[config.mk]
export PLATFORM = sky130hd
export DESIGN_NAME = inst_fetch_unit
export DESIGN_NICKNAME = d
export VERILOG_FILES = /design/src/rtl/inst_fetch_unit.sv
export SDC_FILE = /design/constraint.sdc
export NUM_CORES = 1
export LEC_CHECK = 0
export BUFFER_PORTS_ARGS = -buffer_cell sky130_fd_sc_hd__clkbuf_2
export CORE_MARGIN = 1
export CORE_UTILIZATION = 37
export CTS_CLUSTER_SIZE = 10
export DETAILED_ROUTE_END_ITERATION = 12
export PLACE_DENSITY_LB_ADDON = 0.15
export SLEW_MARGIN = 20
export SYNTH_ARGS = -nofsm -noshare
export SYNTH_HDL_FRONTEND = slang
export SYNTH_SLANG_ARGS = --single-unit
[constraint.sdc]
create_clock -name clk -period 4.45 [get_ports clk]
set_input_delay 0.445 -clock clk [delete_from_list [all_inputs] [get_ports clk]]
set_output_delay 0.445 -clock clk [all_outputs]
set_load 0.03 [all_outputs]
[src/rtl/inst_fetch_unit.sv]
`default_nettype none
// ============================================================================
// Module      : inst_fetch_unit
// Description : Multi-cycle fetch unit: PC owner, imem req/ack fetch,
//               valid/ready hand-off to decode, branch/jump next-PC select.
// Revision    : 1.0 - initial release
// ============================================================================
module inst_fetch_unit #(
    parameter logic [31:0] RESET_PC = 32'h0000_0000
) (
    input  logic        clk,
    input  logic        rst_n,
    output logic        imem_req,
    output logic [31:0] imem_addr,
    input  logic        imem_ack,
    input  logic [31:0] imem_rdata,
    output logic        inst_valid,
    input  logic        inst_ready,
    output logic [31:0] inst,
    output logic [5:0]  opcode,
    output logic [5:0]  funcode,
    output logic [31:0] inst_pc,
    input  logic        branch,
    input  logic        jump,
    input  logic        zero,
    output logic [31:0] fetch_count
);

    localparam logic [31:0] c_resetPc = RESET_PC & ~32'd3;

    typedef enum logic [1:0] {
        BOOT  = 2'd0,
        FETCH = 2'd1,
        HOLD  = 2'd2
    } state_t;

    state_t      r_state;
    logic        r_imemReq;
    logic        r_instValid;
    logic [31:0] r_pc;
    logic [31:0] r_inst;
    logic [31:0] r_instPc;
    logic [31:0] r_fetchCount;

    logic [31:0] w_seqPc;
    logic [31:0] w_branchOff;
    logic [31:0] w_nextPc;

    // Branch/jump inputs only matter on the consume edge, so this select
    // feeds the PC register and nothing else.
    always_comb begin
        w_seqPc     = r_instPc + 32'd4;
        w_branchOff = {{14{r_inst[15]}}, r_inst[15:0], 2'b00};
        if (jump) begin
            w_nextPc = {w_seqPc[31:28], r_inst[25:0], 2'b00};
        end else if (branch && zero) begin
            w_nextPc = w_seqPc + w_branchOff;
        end else begin
            w_nextPc = w_seqPc;
        end
    end

    always_ff @(posedge clk or negedge rst_n) begin
        if (!rst_n) begin
            r_state      <= BOOT;
            r_imemReq    <= 1'b0;
            r_instValid  <= 1'b0;
            r_pc         <= c_resetPc;
            r_inst       <= 32'd0;
            r_instPc     <= 32'd0;
            r_fetchCount <= 32'd0;
        end else begin
            case (r_state)
                BOOT: begin
                    r_state     <= FETCH;
                    r_imemReq   <= 1'b1;
                    r_instValid <= 1'b0;
                end
                FETCH: begin
                    if (imem_ack) begin
                        r_inst      <= imem_rdata;
                        r_instPc    <= r_pc;
                        r_state     <= HOLD;
                        r_imemReq   <= 1'b0;
                        r_instValid <= 1'b1;
                    end
                end
                HOLD: begin
                    if (inst_ready) begin
                        r_pc         <= w_nextPc & ~32'd3;
                        r_fetchCount <= r_fetchCount + 32'd1;
                        r_state      <= FETCH;
                        r_imemReq    <= 1'b1;
                        r_instValid  <= 1'b0;
                    end
                end
                default: begin
                    r_state     <= BOOT;
                    r_imemReq   <= 1'b0;
                    r_instValid <= 1'b0;
                end
            endcase
        end
    end

    assign imem_req    = r_imemReq;
    assign imem_addr   = r_pc;
    assign inst_valid  = r_instValid;
    assign inst        = r_inst;
    assign opcode      = r_inst[31:26];
    assign funcode     = r_inst[5:0];
    assign inst_pc     = r_instPc;
    assign fetch_count = r_fetchCount;

endmodule
`default_nettype wire

==> results of run 1 <==
==> stage by stage <==
| step | area [um^2] | hold slack, ns | power, mW |
|---|---|---|---|
| final | 9470 | 0.112 | 8.45 |
| after global routing | 9470 | 0.194 | 9.02 |
| after CTS | 9470 | 0.169 | 8.48 |
| after detailed placement | 8870 | 0.461 | 7.02 |
| after global placement | 8870 | 0.456 | 7.02 |
| after floorplan | 7800 | 0.149 | 5.67 |
==> logic make-up after synthesis <==
| group | after synthesis | share of synthesized area (%) |
|---|---|---|
| fa+ha+maj | 39 | 6.36 |
| compound gates | 180 | 15.4 |
| flops | 126 | 40.5 |
| buf+inv | 66 | 3.97 |
| other cells | 1 | 0.0481 |
| xor+xnor | 78 | 8.77 |
| mux | 69 | 9.91 |
| simple gates | 238 | 15.1 |
==> power by group <==
group          total, mW  switching [mW]  internal (mW)  leakage (nW)
sequential          2.14           0.570           1.57          1.57
combinational       4.89            3.07           1.82          2.71
clock               1.43           0.556          0.871         0.281
total               8.45            4.19           4.26          4.57
==> state kept, by name, indices dropped and copies added, names as in the netlist <==
signal       cells
r_state          2
fetch_count     32
inst_pc         30
imem_addr       30
inst            32
==> routing by layer <==
| layer | vias to the layer above | global-route usage (%) | wire length [um] |
|---|---|---|---|
| met5 | - | 0 | 0 |
| met4 | 0 | 6.44 | 435 |
| met3 | 30 | 4.22 | 1040 |
| met2 | 206 | 35.9 | 11000 |
| met1 | 3302 | 29.9 | 10900 |
| li1 | 3181 | - | - |
==> synthesized netlist by cell type (5+ instances only) <==
| library cell | n | area share (%) |
|---|---|---|
| and2_1 | 6 | 0.48 |
| a31oi_1 | 10 | 0.80 |
| nand4_1 | 19 | 1.5 |
| o31ai_1 | 5 | 0.48 |
| xor2_1 | 26 | 2.9 |
| o211ai_1 | 9 | 0.87 |
| xnor2_1 | 52 | 5.8 |
| o21ai_0 | 44 | 2.8 |
| dfrtp_1 | 126 | 40 |
| a211oi_1 | 9 | 0.87 |
| nor2_1 | 45 | 2.2 |
| nor3_1 | 5 | 0.32 |
| o21bai_1 | 6 | 0.58 |
| mux2_2 | 64 | 9.3 |
| and4_1 | 9 | 1.0 |
| buf_4 | 16 | 1.5 |
| a21o_1 | 22 | 2.1 |
| ha_1 | 38 | 6.1 |
| and3_1 | 27 | 2.2 |
| inv_1 | 14 | 0.67 |
| nand2_1 | 79 | 3.8 |
| nand3_1 | 31 | 2.0 |
| clkbuf_1 | 31 | 1.5 |
| a21oi_1 | 39 | 2.5 |
==> area by class of cell <==
type,instances,area [um^2]
clock buffers,20,467
clock inverters,12,134
fillers,2033,11000
inverters,14,52.6
multi-input cells,608,4360
flip-flops and latches,126,3150
well taps,270,338
repair buffers,187,970
==> worst paths after layout <==
check	end
min reg2reg	fetch_count[31]$_DFFE_PN0P_
max reg2reg	imem_addr[31]$_DFFE_PN0P_
min	inst[8]$_DFFE_PN0P_
max	imem_addr[31]$_DFFE_PN0P_
min in group clk	r_state[1]$_DFFE_PN0P_
max in group asynchronous	inst_pc[19]$_DFFE_PN0P_
==> layout by cell type (no fill, tap or decap), types with 3 or more instances in the layout <==
| cell type | Yosys | final |
|---|---|---|
| clkbuf_2 | 0 | 175 |
| dfrtp_1 | 126 | 126 |
| nand2_1 | 79 | 79 |
| mux2_2 | 64 | 64 |
| xnor2_1 | 52 | 52 |
| nor2_1 | 45 | 44 |
| o21ai_0 | 44 | 44 |
| a21oi_1 | 39 | 39 |
| ha_1 | 38 | 38 |
| nand3_1 | 31 | 30 |
| and3_1 | 27 | 27 |
| xor2_1 | 26 | 26 |
| a21o_1 | 22 | 22 |
| nand4_1 | 19 | 19 |
| clkbuf_16 | 0 | 17 |
| inv_1 | 14 | 14 |
| buf_4 | 16 | 11 |
| a31oi_1 | 10 | 10 |
| and4_1 | 9 | 9 |
| o211ai_1 | 9 | 9 |
| a211oi_1 | 9 | 9 |
| and2_1 | 6 | 6 |
| o21bai_1 | 6 | 6 |
| nor3_1 | 5 | 5 |
| o31ai_1 | 5 | 5 |
| clkinvlp_4 | 0 | 5 |
| mux2i_1 | 4 | 4 |
| a41oi_1 | 4 | 4 |
| conb_1 | 1 | 4 |
| a221o_1 | 3 | 3 |
| nor2b_1 | 3 | 3 |
| or3_1 | 3 | 3 |
| o22ai_1 | 3 | 3 |
| a221oi_1 | 3 | 3 |
| o21a_1 | 3 | 3 |
| clkbuf_8 | 0 | 3 |
==> summary.md, run 1 <==
| Metric | Value |
|---|---|
| Vias per cell | 5.43 |
| Relative slew slack | 34.7% |
| Non-Filler Instances | 1,237 |
| Die X-Extent | 147 um |
| CTS tree | built |
| Critical-path top delay cell | dfrtp_1 |
| Achievable Freq | 0.260 GHz |
| Post-synth ARST share | 100% |
| # rows | 52 |
| Die H | 147 um |
| Crit Reg-Reg Startpoint | inst_pc[5]$_DFFE_PN0P_ |
| Tcrit/Tclk final | 86.6% |
| Post-CTS Setup Bufs | 0 |
| Post-CTS sizing | 0 |
| Max Slew Vio Count | 0 |
| Vias in the first global route | 6,569 |
| First-pass detailed-route iteration total | 5 |
| Slew @ Worst Pin | 0.980 ns |
| DRC | 0 |
| Antenna violations before repair | 0 |
| FF-to-FF setup slack | 0.60 ns |
| Sequential share of the synthesized area | 40.5% |
| Yosys reg bits | 126 |
| Die area | 21,600 um^2 |
| Share of cells above drive strength 1 | 30.5% |
| Syn_area_per_cell | 9.78 um^2 |
| Hold Path Class | input pin to async pin |
| N_diodes | 0 |
| Total grt overflow | 0 |
| CP top delay family | simple AND/OR/NAND/NOR gates |
| Max H-tree Level | 4 |
| WS Path Type | flip-flop to flip-flop |
| GRT Util Overall | 22.1% |
| I/O Buffers | 176 |
| Pin count of the biggest net entering global routing | 97 |
| LEAKAGE | 4.57 nW |
| Final Hold Violating Endpoints | 0 |
| Post-route ant nets | 0 |
| Crit path max fanout | 9 |
| I/O pins | 181 |
| CP cell instances | nand4_1, nor4_4, and2_1, and4_1, xor2_1, ha_1, nand2_1, o21ai_0, nor2_1, a21o_1, or3_1, o211ai_2, xnor2_1, o21ai_0 |
| WL/cell | 18.9 um |
| Number of flops mapped to enable cells by yosys | 0 |
| Global-route wire length before repair | 37,000 um |
| Clk_skew | 0.00700 ns |
| Pre-CTS WS | 0.654 ns |
| WP depth | 14 |
| Clock root buffer master | clkbuf_16 |
| Final Core Density | 46.3% |
| Arr. time, crit path | 4.14 ns |
| Core area | 20,400 um^2 |
| Initial Util | 38.1% |
| Cts hold-fix bufs | 0 |
| Placed Cells | 1,205 |
| Final Setup Violations | 0 |
| Crit. End Element | flip-flop |
| Via count | 6,719 |
| Final Critical Period | 3.85 ns |
| Register-to-Register Path Depth | 14 |
| GPL Wtd Cong | 0.929 |
| Total of max-cap violations | 0 |
| CP peak stage delay | 0.48 ns |
| Crit path required time | 4.73 ns |
| Clock Tree Buf Depth | 2 |
| Yosys cell types | 59 |
| Peak supply drop | 0.000463 V |
| CP dominant cell by count | o21ai_0 |
| RSZ-0062 raised after global routing | false |
| 1st-iter DRT viols | 412 |
| Power density cells | 893 nW/um^2 |
| Post-DP HPWL | 17,100 um |
| Setup crit start | inst_pc[5]$_DFFE_PN0P_ |
| Clk slew on worst S/H paths | 0.06 ns |
| Setup ws final | 0.597 ns |
| Nets@finish | 1,032 |
| Routed WL | 23,400 um |
| YS warnings | 0 |
| Buffer and inverter count on the worst path | 0 |
| Mapped Cells | 797 |
| Clk sink count | 126 |
| TritonCTS buffer count | 17 |
| CP Launch Type | flip-flop |
| Clk_lat worst skew | 0.43 ns |
| Mapped cell area | 7790 um^2 |
| Synth-to-layout area growth | 21.5% |
| Synth Flop Type | dfrtp_1 |
| Final TNS setup | 0 ns |
| Status | completed |
No activity file was read; power rests on OpenSTA's default activity.
==> inputs of run 2 (changes only) <==
- BUFFER_PORTS_ARGS: -buffer_cell sky130_fd_sc_hd__clkbuf_2 -> -buffer_cell sky130_fd_sc_hd__buf_4
==> run 2 against run 1 <==
Compared with the run above:
- non-clock buffer count down 4
- flip-flop and latch count unchanged
- sequential power about the same
- setup slack worse by 0.062 ns
- sequential share of layout area down 1.6 points
- maximum frequency down 1.6%
- hold slack worse by 0.039 ns
- power up 4.9%
- register-to-register slack worse by 0.06 ns
- critical endpoint unchanged
- highest routed layer unchanged
==> summary.md, run 2 (same netlist as run 1, synthesis figures left out) <==
| Metric | Value |
|---|---|
| CP Launch Type | flip-flop (unchanged) |
| Final Core Density | 48.6% (was 46.3%) |
| I/O Buffers | 176 (unchanged) |
| Crit. End Element | flip-flop (unchanged) |
| Clk_lat worst skew | 0.43 ns (about the same) |
| TritonCTS buffer count | 17 (unchanged) |
| Vias per cell | 5.36 (was 5.43) |
| N_diodes | 0 (unchanged) |
| Antenna violations before repair | 0 (unchanged) |
| Critical-path top delay cell | dfrtp_1 (unchanged) |
| Synth-to-layout area growth | 27.5% (was 21.5%) |
| Post-route ant nets | 0 (unchanged) |
| Die area | 21,600 um^2 (unchanged) |
| Final Critical Period | 3.91 ns (was 3.85 ns) |
| Clock Tree Buf Depth | 2 (unchanged) |
| Initial Util | 38.1% (unchanged) |
| Die H | 147 um (unchanged) |
| LEAKAGE | 4.71 nW (was 4.57 nW) |
| Vias in the first global route | 6,465 (was 6,569) |
| Nets@finish | 1,028 (was 1,032) |
| Max Slew Vio Count | 0 (unchanged) |
| Share of cells above drive strength 1 | 30.2% (was 30.5%) |
| Tcrit/Tclk final | 88.0% (was 86.6%) |
| CP cell instances | nand4_1, nor4_4, and2_1, and4_1, xor2_1, ha_1, nand2_1, o21ai_0, nor2_1, a21o_1, or3_1, o211ai_2, xnor2_1, o21ai_0 (unchanged) |
| WL met3 | 1320 um (was 1040 um) |
| Peak supply drop | 0.000501 V (was 0.000463 V) |
| Hold Path Class | input pin to async pin (unchanged) |
| Crit path required time | 4.72 ns (was 4.73 ns) |
| Via count | 6,610 (was 6,719) |
| CP dominant cell by count | o21ai_0 (unchanged) |
| GPL Wtd Cong | 0.896 (was 0.929) |
| WS Path Type | flip-flop to flip-flop (unchanged) |
| Max H-tree Level | 4 (unchanged) |
| # rows | 52 (unchanged) |
| Clk slew on worst S/H paths | 0.06 ns (about the same) |
| Die X-Extent | 147 um (unchanged) |
| Arr. time, crit path | 4.19 ns (was 4.14 ns) |
| Uppermost layer routed | met4 (unchanged) |
| Total grt overflow | 0 (unchanged) |
| Post-CTS Setup Bufs | 0 (unchanged) |
| Slew @ Worst Pin | 1.06 ns (was 0.980 ns) |
| Routed WL | 23,200 um (was 23,400 um) |
| Final Setup Violations | 0 (unchanged) |
| Commonest non-fill, non-tap cell in the layout | buf_4 (was clkbuf_2) |
| WL/cell | 18.8 um (was 18.9 um) |
| Final Hold Violating Endpoints | 0 (unchanged) |
| First-pass detailed-route iteration total | 5 (unchanged) |
| Achievable Freq | 0.255 GHz (was 0.260 GHz) |
| CP peak stage delay | 0.49 ns (was 0.48 ns) |
| RSZ-0062 raised after global routing | false (unchanged) |
| Crit path max fanout | 9 (unchanged) |
| Met1 WL | 10,500 um (was 10,900 um) |
| Total of max-cap violations | 0 (unchanged) |
| GRT Util Overall | 22.0% (was 22.1%) |
| Met2 WL | 11,000 um (about the same) |
| Post-CTS sizing | 0 (unchanged) |
| Power density cells | 892 nW/um^2 (was 893 nW/um^2) |
| Clk_skew | 0.0127 ns (was 0.00700 ns) |
| Commonest non-fill, non-tap cells in the layout | buf_4 (182), dfrtp_1 (126), nand2_1 (79) (was clkbuf_2 (175), dfrtp_1 (126), nand2_1 (79)) |
| Pin count of the biggest net entering global routing | 95 (was 97) |
| Cts hold-fix bufs | 0 (unchanged) |
| 1st-iter DRT viols | 384 (was 412) |
| Status | completed (unchanged) |
| Final TNS setup | 0 ns (unchanged) |
| Register-to-Register Path Depth | 14 (unchanged) |
| Post-DP HPWL | 16,800 um (was 17,100 um) |
| I/O pins | 181 (unchanged) |
| Core area | 20,400 um^2 (unchanged) |
| Clk sink count | 126 (unchanged) |
| CTS tree | built (unchanged) |
| Clock root buffer master | clkbuf_16 (unchanged) |
| Global-route wire length before repair | 36,500 um (was 37,000 um) |
| Relative slew slack | 29.1% (was 34.7%) |
| DRC | 0 (unchanged) |
[run 2: cell types whose count changed in the layout (fill, tap and decap cells not counted), sizes merged]
cell / previous run / this run
clkbuf: 195 / 19
buf: 12 / 183
clkinvlp: 5 / 1
bufinv: 2 / 5
clkinv: 3 / 4
inv: 16 / 17
[run 2: report_power, final]
group	switching [mW]	total (mW)	internal, mW
registers	0.596	2.16	1.57
logic	3.04	5.13	2.09
clock network	0.544	1.57	1.03
[run 2: metal layers]
layer,vias up,track usage [%]
met5,-,0
met4,0,5.05
met3,26,5.25
met2,210,35.3
met1,3194,29.8
li1,3180,-
[run 2: stage by stage]
step	cells	hold WS, ns	setup WS (ns)	cell area [um^2]	total power [mW]
final	1233	0.0724	0.535	9940	8.87
after global routing	1233	0.163	0.267	9940	9.45
after CTS	1233	0.150	0.606	9940	8.91
after detailed placement	1201	0.479	0.628	9280	7.29
after global placement	1201	0.458	0.666	9280	7.30
after floorplan	800	0.149	0.770	7800	5.67
[run 2: layout make-up]
type	instances	area (um^2)
clock buffers	19	453
fillers	1980	10500
well taps	270	338
inverters	14	52.6
repair buffers	183	1380
clock inverters	13	208
flip-flops and latches	126	3150
multi-input cells	608	4360
[run 2: final timing paths]
kind	start	to	slack, ns
max reg2reg	inst_pc[4]$_DFFE_PN0P_	imem_addr[31]$_DFFE_PN0P_	0.54
max	inst_pc[4]$_DFFE_PN0P_	imem_addr[31]$_DFFE_PN0P_	0.54
min reg2reg	fetch_count[31]$_DFFE_PN0P_	fetch_count[31]$_DFFE_PN0P_	0.48
max in group asynchronous	rst_n	imem_addr[3]$_DFFE_PN0P_	3.40
min in group clk	inst_ready	r_state[1]$_DFFE_PN0P_	0.21
min	rst_n	inst[8]$_DFFE_PN0P_	0.07
[run 2: worst max-delay path, delay by kind of cell (launching register included)]
family | cells | cell delay, ns
simple gates | 7 | 1.67
compound gates | 4 | 0.79
flops | 1 | 0.49
xor+xnor | 2 | 0.46
fa+ha+maj | 1 | 0.34
